### src/rtl/rot_apb_pkg.sv
// Rotate-engine APB register bank: shared offsets, field widths
// and access FSM encoding.
package rot_apb_pkg;

    localparam int DEC_W  = 8;
    localparam int CNT_W  = 4;
    localparam int MODE_W = 2;
    localparam int IRQ_W  = 2;

    localparam int STAT_DONE = 0;
    localparam int STAT_ERR  = 1;

    localparam logic [IRQ_W-1:0] MASK_RST = 2'b11;

    localparam logic [DEC_W-1:0] OFF_SRC       = 8'h00;
    localparam logic [DEC_W-1:0] OFF_DST       = 8'h04;
    localparam logic [DEC_W-1:0] OFF_H         = 8'h08;
    localparam logic [DEC_W-1:0] OFF_W         = 8'h0C;
    localparam logic [DEC_W-1:0] OFF_NEW_H     = 8'h10;
    localparam logic [DEC_W-1:0] OFF_NEW_W     = 8'h14;
    localparam logic [DEC_W-1:0] OFF_MODE      = 8'h18;
    localparam logic [DEC_W-1:0] OFF_DIR       = 8'h1C;
    localparam logic [DEC_W-1:0] OFF_START     = 8'h20;
    localparam logic [DEC_W-1:0] OFF_SRESET    = 8'h24;
    localparam logic [DEC_W-1:0] OFF_INTR_MASK = 8'h28;
    localparam logic [DEC_W-1:0] OFF_INTR_STAT = 8'h2C;
    localparam logic [DEC_W-1:0] OFF_STATUS    = 8'h30;

    typedef enum logic [1:0] {
        ST_IDLE,
        ST_SETUP,
        ST_ACCESS
    } apb_state_e;

endpackage

### src/rtl/rot_apb_intr.sv
// Interrupt status (hardware set, W1C clear), mask and the
// registered level interrupt.
module rot_apb_intr
    import rot_apb_pkg::*;
(
    input  logic             clk,
    input  logic             rst_n,
    input  logic             done,
    input  logic             err,
    input  logic             w1c_en,
    input  logic [IRQ_W-1:0] w1c_bits,
    input  logic             mask_we,
    input  logic [IRQ_W-1:0] mask_bits,
    output logic [IRQ_W-1:0] stat,
    output logic [IRQ_W-1:0] mask,
    output logic             intr
);

    logic [IRQ_W-1:0] set_bits;
    logic [IRQ_W-1:0] clr_bits;

    always_comb begin
        set_bits            = '0;
        set_bits[STAT_DONE] = done;
        set_bits[STAT_ERR]  = err;
        clr_bits            = w1c_en ? w1c_bits : '0;
    end

    // Set is OR-ed in after the clear so a coincident event wins.
    always_ff @(posedge clk or negedge rst_n) begin
        if (!rst_n) begin
            stat <= '0;
            mask <= MASK_RST;
            intr <= 1'b0;
        end else begin
            stat <= (stat & ~clr_bits) | set_bits;
            if (mask_we) begin
                mask <= mask_bits;
            end
            intr <= |(stat & mask);
        end
    end

endmodule

### src/rtl/rot_apb_regfile.sv
// APB slave register bank for the rotate engine: wait states,
// PSLVERR, start/busy tracking and interrupt status.
module rot_apb_regfile
    import rot_apb_pkg::*;
#(
    parameter int ADDR_W   = 12,
    parameter int DATA_W   = 32,
    parameter int DIM_W    = 16,
    parameter int WAIT_CYC = 0
) (
    input  logic              I_APBIF_PCLK,
    input  logic              I_APBIF_PRESET_N,
    input  logic              I_APBIF_PSEL,
    input  logic              I_APBIF_PENABLE,
    input  logic              I_APBIF_PWRITE,
    input  logic [ADDR_W-1:0] I_APBIF_PADDR,
    input  logic [DATA_W-1:0] I_APBIF_PWDATA,
    input  logic [31:0]       I_APBIF_DMA_DST_IMG,
    input  logic [DIM_W-1:0]  I_APBIF_ROT_IMG_NEW_H,
    input  logic [DIM_W-1:0]  I_APBIF_ROT_IMG_NEW_W,
    input  logic              I_APBIF_DONE,
    input  logic              I_APBIF_ERR,
    output logic [DATA_W-1:0] O_APBIF_PRDATA,
    output logic              O_APBIF_PREADY,
    output logic              O_APBIF_PSLVERR,
    output logic [31:0]       O_APBIF_DMA_SRC_IMG,
    output logic [DIM_W-1:0]  O_APBIF_ROT_IMG_H,
    output logic [DIM_W-1:0]  O_APBIF_ROT_IMG_W,
    output logic [1:0]        O_APBIF_ROT_IMG_MODE,
    output logic              O_APBIF_ROT_IMG_DIR,
    output logic              O_APBIF_CTRL_START,
    output logic              O_APBIF_CTRL_RESET,
    output logic              O_APBIF_BUSY,
    output logic              O_APBIF_INTR
);

    localparam logic [CNT_W-1:0] WAIT_LD = CNT_W'(WAIT_CYC);
    localparam bit               NO_WAIT = (WAIT_CYC == 0);

    apb_state_e        state;
    logic [CNT_W-1:0]  cnt;

    logic [31:0]       src_q;
    logic [DIM_W-1:0]  h_q;
    logic [DIM_W-1:0]  w_q;
    logic [MODE_W-1:0] mode_q;
    logic              dir_q;
    logic              sreset_q;
    logic              start_req;
    logic              start_q;
    logic              busy_q;

    logic [IRQ_W-1:0]  stat;
    logic [IRQ_W-1:0]  mask;

    logic [DEC_W-1:0]  off;
    logic              hi_bad;
    logic              misal;
    logic              mapped;
    logic              ro;
    logic              lock;
    logic [DATA_W-1:0] rd_data;
    logic              acc_err;
    logic              fin;
    logic              commit;
    logic              wr_ok;

    assign off    = I_APBIF_PADDR[DEC_W-1:0];
    assign hi_bad = |(I_APBIF_PADDR >> DEC_W);
    assign misal  = |off[1:0];

    // lock marks fields that may not be written while a job runs.
    always_comb begin
        rd_data = '0;
        mapped  = 1'b1;
        ro      = 1'b0;
        lock    = 1'b0;
        case (off)
            OFF_SRC: begin
                rd_data = DATA_W'(src_q);
                lock    = 1'b1;
            end
            OFF_DST: begin
                rd_data = DATA_W'(I_APBIF_DMA_DST_IMG);
                ro      = 1'b1;
            end
            OFF_H: begin
                rd_data = DATA_W'(h_q);
                lock    = 1'b1;
            end
            OFF_W: begin
                rd_data = DATA_W'(w_q);
                lock    = 1'b1;
            end
            OFF_NEW_H: begin
                rd_data = DATA_W'(I_APBIF_ROT_IMG_NEW_H);
                ro      = 1'b1;
            end
            OFF_NEW_W: begin
                rd_data = DATA_W'(I_APBIF_ROT_IMG_NEW_W);
                ro      = 1'b1;
            end
            OFF_MODE: begin
                rd_data = DATA_W'(mode_q);
                lock    = 1'b1;
            end
            OFF_DIR: begin
                rd_data = DATA_W'(dir_q);
                lock    = 1'b1;
            end
            OFF_START: begin
                lock = I_APBIF_PWDATA[0];
            end
            OFF_SRESET: begin
                rd_data = DATA_W'(sreset_q);
            end
            OFF_INTR_MASK: begin
                rd_data = DATA_W'(mask);
            end
            OFF_INTR_STAT: begin
                rd_data = DATA_W'(stat);
            end
            OFF_STATUS: begin
                rd_data = DATA_W'(busy_q);
                ro      = 1'b1;
            end
            default: begin
                mapped = 1'b0;
            end
        endcase
    end

    assign acc_err = hi_bad | misal | ~mapped
                   | (I_APBIF_PWRITE & (ro | (lock & busy_q)));

    assign fin = (state == ST_SETUP && NO_WAIT)
              || (state == ST_ACCESS && cnt == CNT_W'(1));

    assign commit = I_APBIF_PSEL & fin;
    assign wr_ok  = commit & I_APBIF_PWRITE & ~acc_err;

    always_ff @(posedge I_APBIF_PCLK or negedge I_APBIF_PRESET_N) begin
        if (!I_APBIF_PRESET_N) begin
            state           <= ST_IDLE;
            cnt             <= '0;
            O_APBIF_PREADY  <= 1'b0;
            O_APBIF_PSLVERR <= 1'b0;
            O_APBIF_PRDATA  <= '0;
        end else begin
            O_APBIF_PREADY  <= 1'b0;
            O_APBIF_PSLVERR <= 1'b0;
            if (commit) begin
                O_APBIF_PREADY  <= 1'b1;
                O_APBIF_PSLVERR <= acc_err;
                if (!I_APBIF_PWRITE) begin
                    O_APBIF_PRDATA <= acc_err ? '0 : rd_data;
                end
            end
            unique case (state)
                ST_IDLE: begin
                    if (I_APBIF_PSEL && !I_APBIF_PENABLE) begin
                        state <= ST_SETUP;
                    end
                end
                ST_SETUP: begin
                    if (!I_APBIF_PSEL) begin
                        state <= ST_IDLE;
                    end else begin
                        state <= ST_ACCESS;
                        cnt   <= WAIT_LD;
                    end
                end
                ST_ACCESS: begin
                    if (!I_APBIF_PSEL || cnt == '0) begin
                        state <= ST_IDLE;
                    end else begin
                        cnt <= cnt - CNT_W'(1);
                    end
                end
                default: begin
                    state <= ST_IDLE;
                end
            endcase
        end
    end

    always_ff @(posedge I_APBIF_PCLK or negedge I_APBIF_PRESET_N) begin
        if (!I_APBIF_PRESET_N) begin
            src_q     <= '0;
            h_q       <= '0;
            w_q       <= '0;
            mode_q    <= '0;
            dir_q     <= 1'b0;
            sreset_q  <= 1'b0;
            start_req <= 1'b0;
            start_q   <= 1'b0;
            busy_q    <= 1'b0;
        end else begin
            start_req <= wr_ok && off == OFF_START && I_APBIF_PWDATA[0];
            if (wr_ok) begin
                case (off)
                    OFF_SRC:    src_q    <= I_APBIF_PWDATA[31:0];
                    OFF_H:      h_q      <= I_APBIF_PWDATA[DIM_W-1:0];
                    OFF_W:      w_q      <= I_APBIF_PWDATA[DIM_W-1:0];
                    OFF_MODE:   mode_q   <= I_APBIF_PWDATA[MODE_W-1:0];
                    OFF_DIR:    dir_q    <= I_APBIF_PWDATA[0];
                    OFF_SRESET: sreset_q <= I_APBIF_PWDATA[0];
                    default: ;
                endcase
            end
            // Start pulse and busy launch one cycle after the write completes.
            if (sreset_q) begin
                start_q <= 1'b0;
                busy_q  <= 1'b0;
            end else begin
                start_q <= start_req;
                if (start_req) begin
                    busy_q <= 1'b1;
                end else if (I_APBIF_DONE || I_APBIF_ERR) begin
                    busy_q <= 1'b0;
                end
            end
        end
    end

    rot_apb_intr u_intr (
        .clk       (I_APBIF_PCLK),
        .rst_n     (I_APBIF_PRESET_N),
        .done      (I_APBIF_DONE),
        .err       (I_APBIF_ERR),
        .w1c_en    (wr_ok && off == OFF_INTR_STAT),
        .w1c_bits  (I_APBIF_PWDATA[IRQ_W-1:0]),
        .mask_we   (wr_ok && off == OFF_INTR_MASK),
        .mask_bits (I_APBIF_PWDATA[IRQ_W-1:0]),
        .stat      (stat),
        .mask      (mask),
        .intr      (O_APBIF_INTR)
    );

    assign O_APBIF_DMA_SRC_IMG  = src_q;
    assign O_APBIF_ROT_IMG_H    = h_q;
    assign O_APBIF_ROT_IMG_W    = w_q;
    assign O_APBIF_ROT_IMG_MODE = mode_q;
    assign O_APBIF_ROT_IMG_DIR  = dir_q;
    assign O_APBIF_CTRL_START   = start_q;
    assign O_APBIF_CTRL_RESET   = sreset_q;
    assign O_APBIF_BUSY         = busy_q;

endmodule
### config.mk
export PLATFORM = sky130hd
export DESIGN_NAME = rot_apb_regfile
export DESIGN_NICKNAME = d
export VERILOG_FILES = /design/src/rtl/rot_apb_pkg.sv /design/src/rtl/rot_apb_intr.sv /design/src/rtl/rot_apb_regfile.sv
export SDC_FILE = /design/constraint.sdc
export NUM_CORES = 1
export LEC_CHECK = 0
export ABC_AREA = 1
export CAP_MARGIN = 10
export CORE_MARGIN = 4
export CORE_UTILIZATION = 30
export DETAILED_ROUTE_END_ITERATION = 6
export PLACE_DENSITY = 0.6
export SYNTH_ARGS = -nofsm -noshare
export SYNTH_HDL_FRONTEND = slang
export SYNTH_HIERARCHICAL = 1
export SYNTH_SLANG_ARGS = --single-unit
### constraint.sdc
create_clock -name I_APBIF_PCLK -period 1.9 [get_ports I_APBIF_PCLK]
set_input_delay 0.285 -clock I_APBIF_PCLK [delete_from_list [all_inputs] [get_ports I_APBIF_PCLK]]
set_output_delay 0.285 -clock I_APBIF_PCLK [all_outputs]
set_load 0.1 [all_outputs]
==> impl_metrics.env <==
export IMPL_status="finished, final reports clean"
export IMPL_grt_util_met3_pct=5.91
export IMPL_dieArea_sq_mm=0.0219
export IMPL_busiest_layer="met2"
export IMPL_multiInputGateArea_sq_mm=0.00272
export IMPL_grt_util_met1_pct=27.1
export IMPL_syn_mean_instance_area_sq_um=7.92
export IMPL_post_route_period_util_pct=92.3
export IMPL_diodes=0
export IMPL_yosysWarnings=6
export IMPL_die_w_microns=148
export IMPL_start_util_pct=31.0
export IMPL_grt_overflow=0
export IMPL_num_vias=6282
export IMPL_cts_sinks=116
export IMPL_max_stage_delay_ns=0.40
export IMPL_cts_htree_levels=4
export IMPL_drtIter0Drc=331
export IMPL_fin_nets=1139
export IMPL_hold_viol=0
export IMPL_peakVddDrop_v=0.000478
export IMPL_yosysUniqueCellTypes=32
export IMPL_period_minus_slack_ns=1.75
export IMPL_syn_nets=861
export IMPL_grt_max_degree=63
export IMPL_critPathMaxFanout=11
export IMPL_nFillCells=1866
export IMPL_globalplace_congestion=0.884
export IMPL_synthSimpleGateAreaFrac_pct=36.3
export IMPL_final_area_sq_mm=0.00949
export IMPL_clockBufferDepth=2
export IMPL_groute_usage_overall_pct=20.4
export IMPL_skew_ns=0.00640
export IMPL_dp_hpwl_microns=16100
export IMPL_synthFlopType="dfrtp_1"
export IMPL_hp_class="in -> reg"
export IMPL_ys_ff_latch=116
export IMPL_worstPathRequired_ns=2.20
export IMPL_post_route_drc_count=0
export IMPL_netlist_area_leader_share_pct=48.4
export IMPL_vias_per_cell=4.85
export IMPL_muxShareOfSynthArea_pct=0
export IMPL_yosysSeqAreaShare_pct=49.3
export IMPL_cts_buffers=17
export IMPL_worst_slew_pin_slew_ns=0.462
export IMPL_power_density_mw_per_mm2=668
export IMPL_layout_commonest_cell="nand2_1"
export IMPL_drt_total_wl_microns=22600
export IMPL_p_leak_nw=4.92
export IMPL_critPathArrivalTime_ns=2.05
export IMPL_report_final_slew_viol_count=0
export IMPL_syn2layout_area_growth_pct=61.1
export IMPL_cp_slowest_cell="dfrtp_1"
export IMPL_synthXorXnorAreaFrac_pct=0
export IMPL_syn_area_sq_mm=0.00589
export IMPL_critPathKind="reg -> reg"
export IMPL_regArea_sq_mm=0.00291
export IMPL_grt_pass1_wl_microns=35200
export IMPL_dp_cells=1251
export IMPL_synth_top_family_by_area="simple AND/OR/NAND/NOR gates"
export IMPL_synth_compound_area_share_pct=7.77
export IMPL_use_met2_pct=33.1
export IMPL_postPlaceCellArea_sq_mm=0.00865
export IMPL_crit_family="simple AND/OR/NAND/NOR gates"
export IMPL_ioPinCount=220
export IMPL_rsz0062_at_grt="yes"
export IMPL_worstSetupEndpointType="register"
export IMPL_port_buffers=219
export IMPL_synthAdderAreaFrac_pct=0.425
export IMPL_firstDrtPassIters=4
export IMPL_final_cell_mix="nand2_1 (293), buf_4 (172), dfrtp_1 (114)"
export IMPL_synthTopCellsByArea="dfrtp_1 (48%), nand2_1 (19%), nand4_1 (8.4%)"
export IMPL_cap_violations=0
export IMPL_grt_pass1_vias=6295
export IMPL_layout_drive_gt1_share_pct=25.7
export IMPL_setup_viol=0
export IMPL_detail_route_antenna_nets=0
export IMPL_synth_largest_area_cell="dfrtp_1"
export IMPL_clkTransAtPathRegs_ns=0.05
export IMPL_clock_fmax_mhz=570
export IMPL_num_rows=50
export IMPL_wl_per_cell_microns=17.4
export IMPL_core_area_sq_mm=0.0190
export IMPL_relSlewSlack_pct=69.2
export IMPL_crit_chain="nor3_2, inv_1, nand2_2, inv_1, nor2_4, buf_12, nand4_4, buf_6, nand2_1, nand2_1"
export IMPL_synth_edf_count=0
export IMPL_root_buffer="clkbuf_16"
export IMPL_antenna_found_initial=2
export IMPL_cts_tree="done"
export IMPL_stdcell_count=1295
export IMPL_path_buf_inv=4
export IMPL_synthArstFlopShare_pct=100
export IMPL_cp_start_kind="register"
export IMPL_fp_dieH_microns=148
export IMPL_clock_latency_ns=0.41
export IMPL_synthCells=744
cell families after synthesis:
family,Yosys count
simple gates,481
flops,116
buf+inv,83
compound gates,62
fa+ha+maj,2
worst paths after layout:
path | from | endpoint | slack, ns | cells past startpoint
worst max-delay path | state[1]$_DFFE_PN0P_ | O_APBIF_DMA_SRC_IMG[6]$_DFFE_PN0P_ | 0.15 | 10
worst min-delay path | I_APBIF_PENABLE | state[0]$_DFFE_PN0P_ | 0.41 | 2
worst max register to register | state[1]$_DFFE_PN0P_ | O_APBIF_DMA_SRC_IMG[6]$_DFFE_PN0P_ | 0.15 | 10
worst min register to register | state[0]$_DFFE_PN0P_ | state[0]$_DFFE_PN0P_ | 0.43 | 1
max in group asynchronous | I_APBIF_PRESET_N | O_APBIF_DMA_SRC_IMG[27]$_DFFE_PN0P_ | 1.16 | 3
min in group asynchronous | I_APBIF_PRESET_N | O_APBIF_ROT_IMG_W[5]$_DFFE_PN0P_ | 0.42 | 3
metal layers:
metal | wire length, microns | share of wire (%) | vias to the layer above
met1 | 9830 | 44 | 2942
li1 | - | - | 3066
met3 | 1950 | 8.6 | 26
met5 | 27 | 0.12 | -
met2 | 10500 | 46 | 244
met4 | 270 | 1.2 | 4
stage by stage:
stage	hold slack [ns]	power (mW)	setup WS [ns]	util (%)	setup TNS [ns]
6_report	0.411	6.34	0.147	49.9	0
5_1_grt	0.398	6.59	-0.0211	49.9	-0.208
4_1_cts	0.394	6.39	0.0190	49.3	0
3_5_place_dp	0.324	3.16	-0.683	45.5	-62.84
3_3_place_gp	0.323	3.16	-0.582	45.5	-54.14
2_1_floorplan	-0.0106	2.75	0.0782	-	0
cell usage after synthesis, drive strengths merged (4+ instances only):
cell and number:
o21ai 21, dfrtp 114, clkbuf 23, nand3 45, nand4 82, a21oi 4
nor3 10, nor2 37, inv 36, a22o 29, buf 24, nand2 305
cell type report:
class                           instances  share of cell area, %
Clock buffer                           20                   4.92
Tap cell                              260                   3.43
Inverter                               36                   1.42
Clock inverter                         12                   1.37
Timing Repair Buffer                  306                   29.6
Sequential cell                       116                   30.6
Multi-Input combinational cell        545                   28.6
registers in the layout (all words and copies together) (netlist names):
signal                cells
O_APBIF_ROT_IMG_W        16
O_APBIF_BUSY              1
state                     2
start_req                 1
O_APBIF_ROT_IMG_MODE      2
u_intr/intr               1
O_APBIF_CTRL_RESET        1
O_APBIF_ROT_IMG_DIR       1
O_APBIF_PREADY            1
O_APBIF_ROT_IMG_H        16
u_intr/stat               2
O_APBIF_DMA_SRC_IMG      32
O_APBIF_CTRL_START        1
O_APBIF_PSLVERR           1
O_APBIF_PRDATA           32
u_intr/mask               2
cnt                       4
report_power, final:
group / total (mW) / internal (mW) / switching [mW]
clock: 3.21 / 2.03 / 1.18
sequential: 2.52 / 2.51 / 0.0178
combinational: 0.607 / 0.313 / 0.294
what timing repair did:
action,CTS,global route
hold buffers,1,0
endpoints found under the setup margin,106,105
gates resized for setup,23,20
pin swaps,4,6
gates cloned,1,1
buffers inserted,5,4
hold endpoints to repair,114,0
Note: power is estimated with default switching activity, not from simulation.
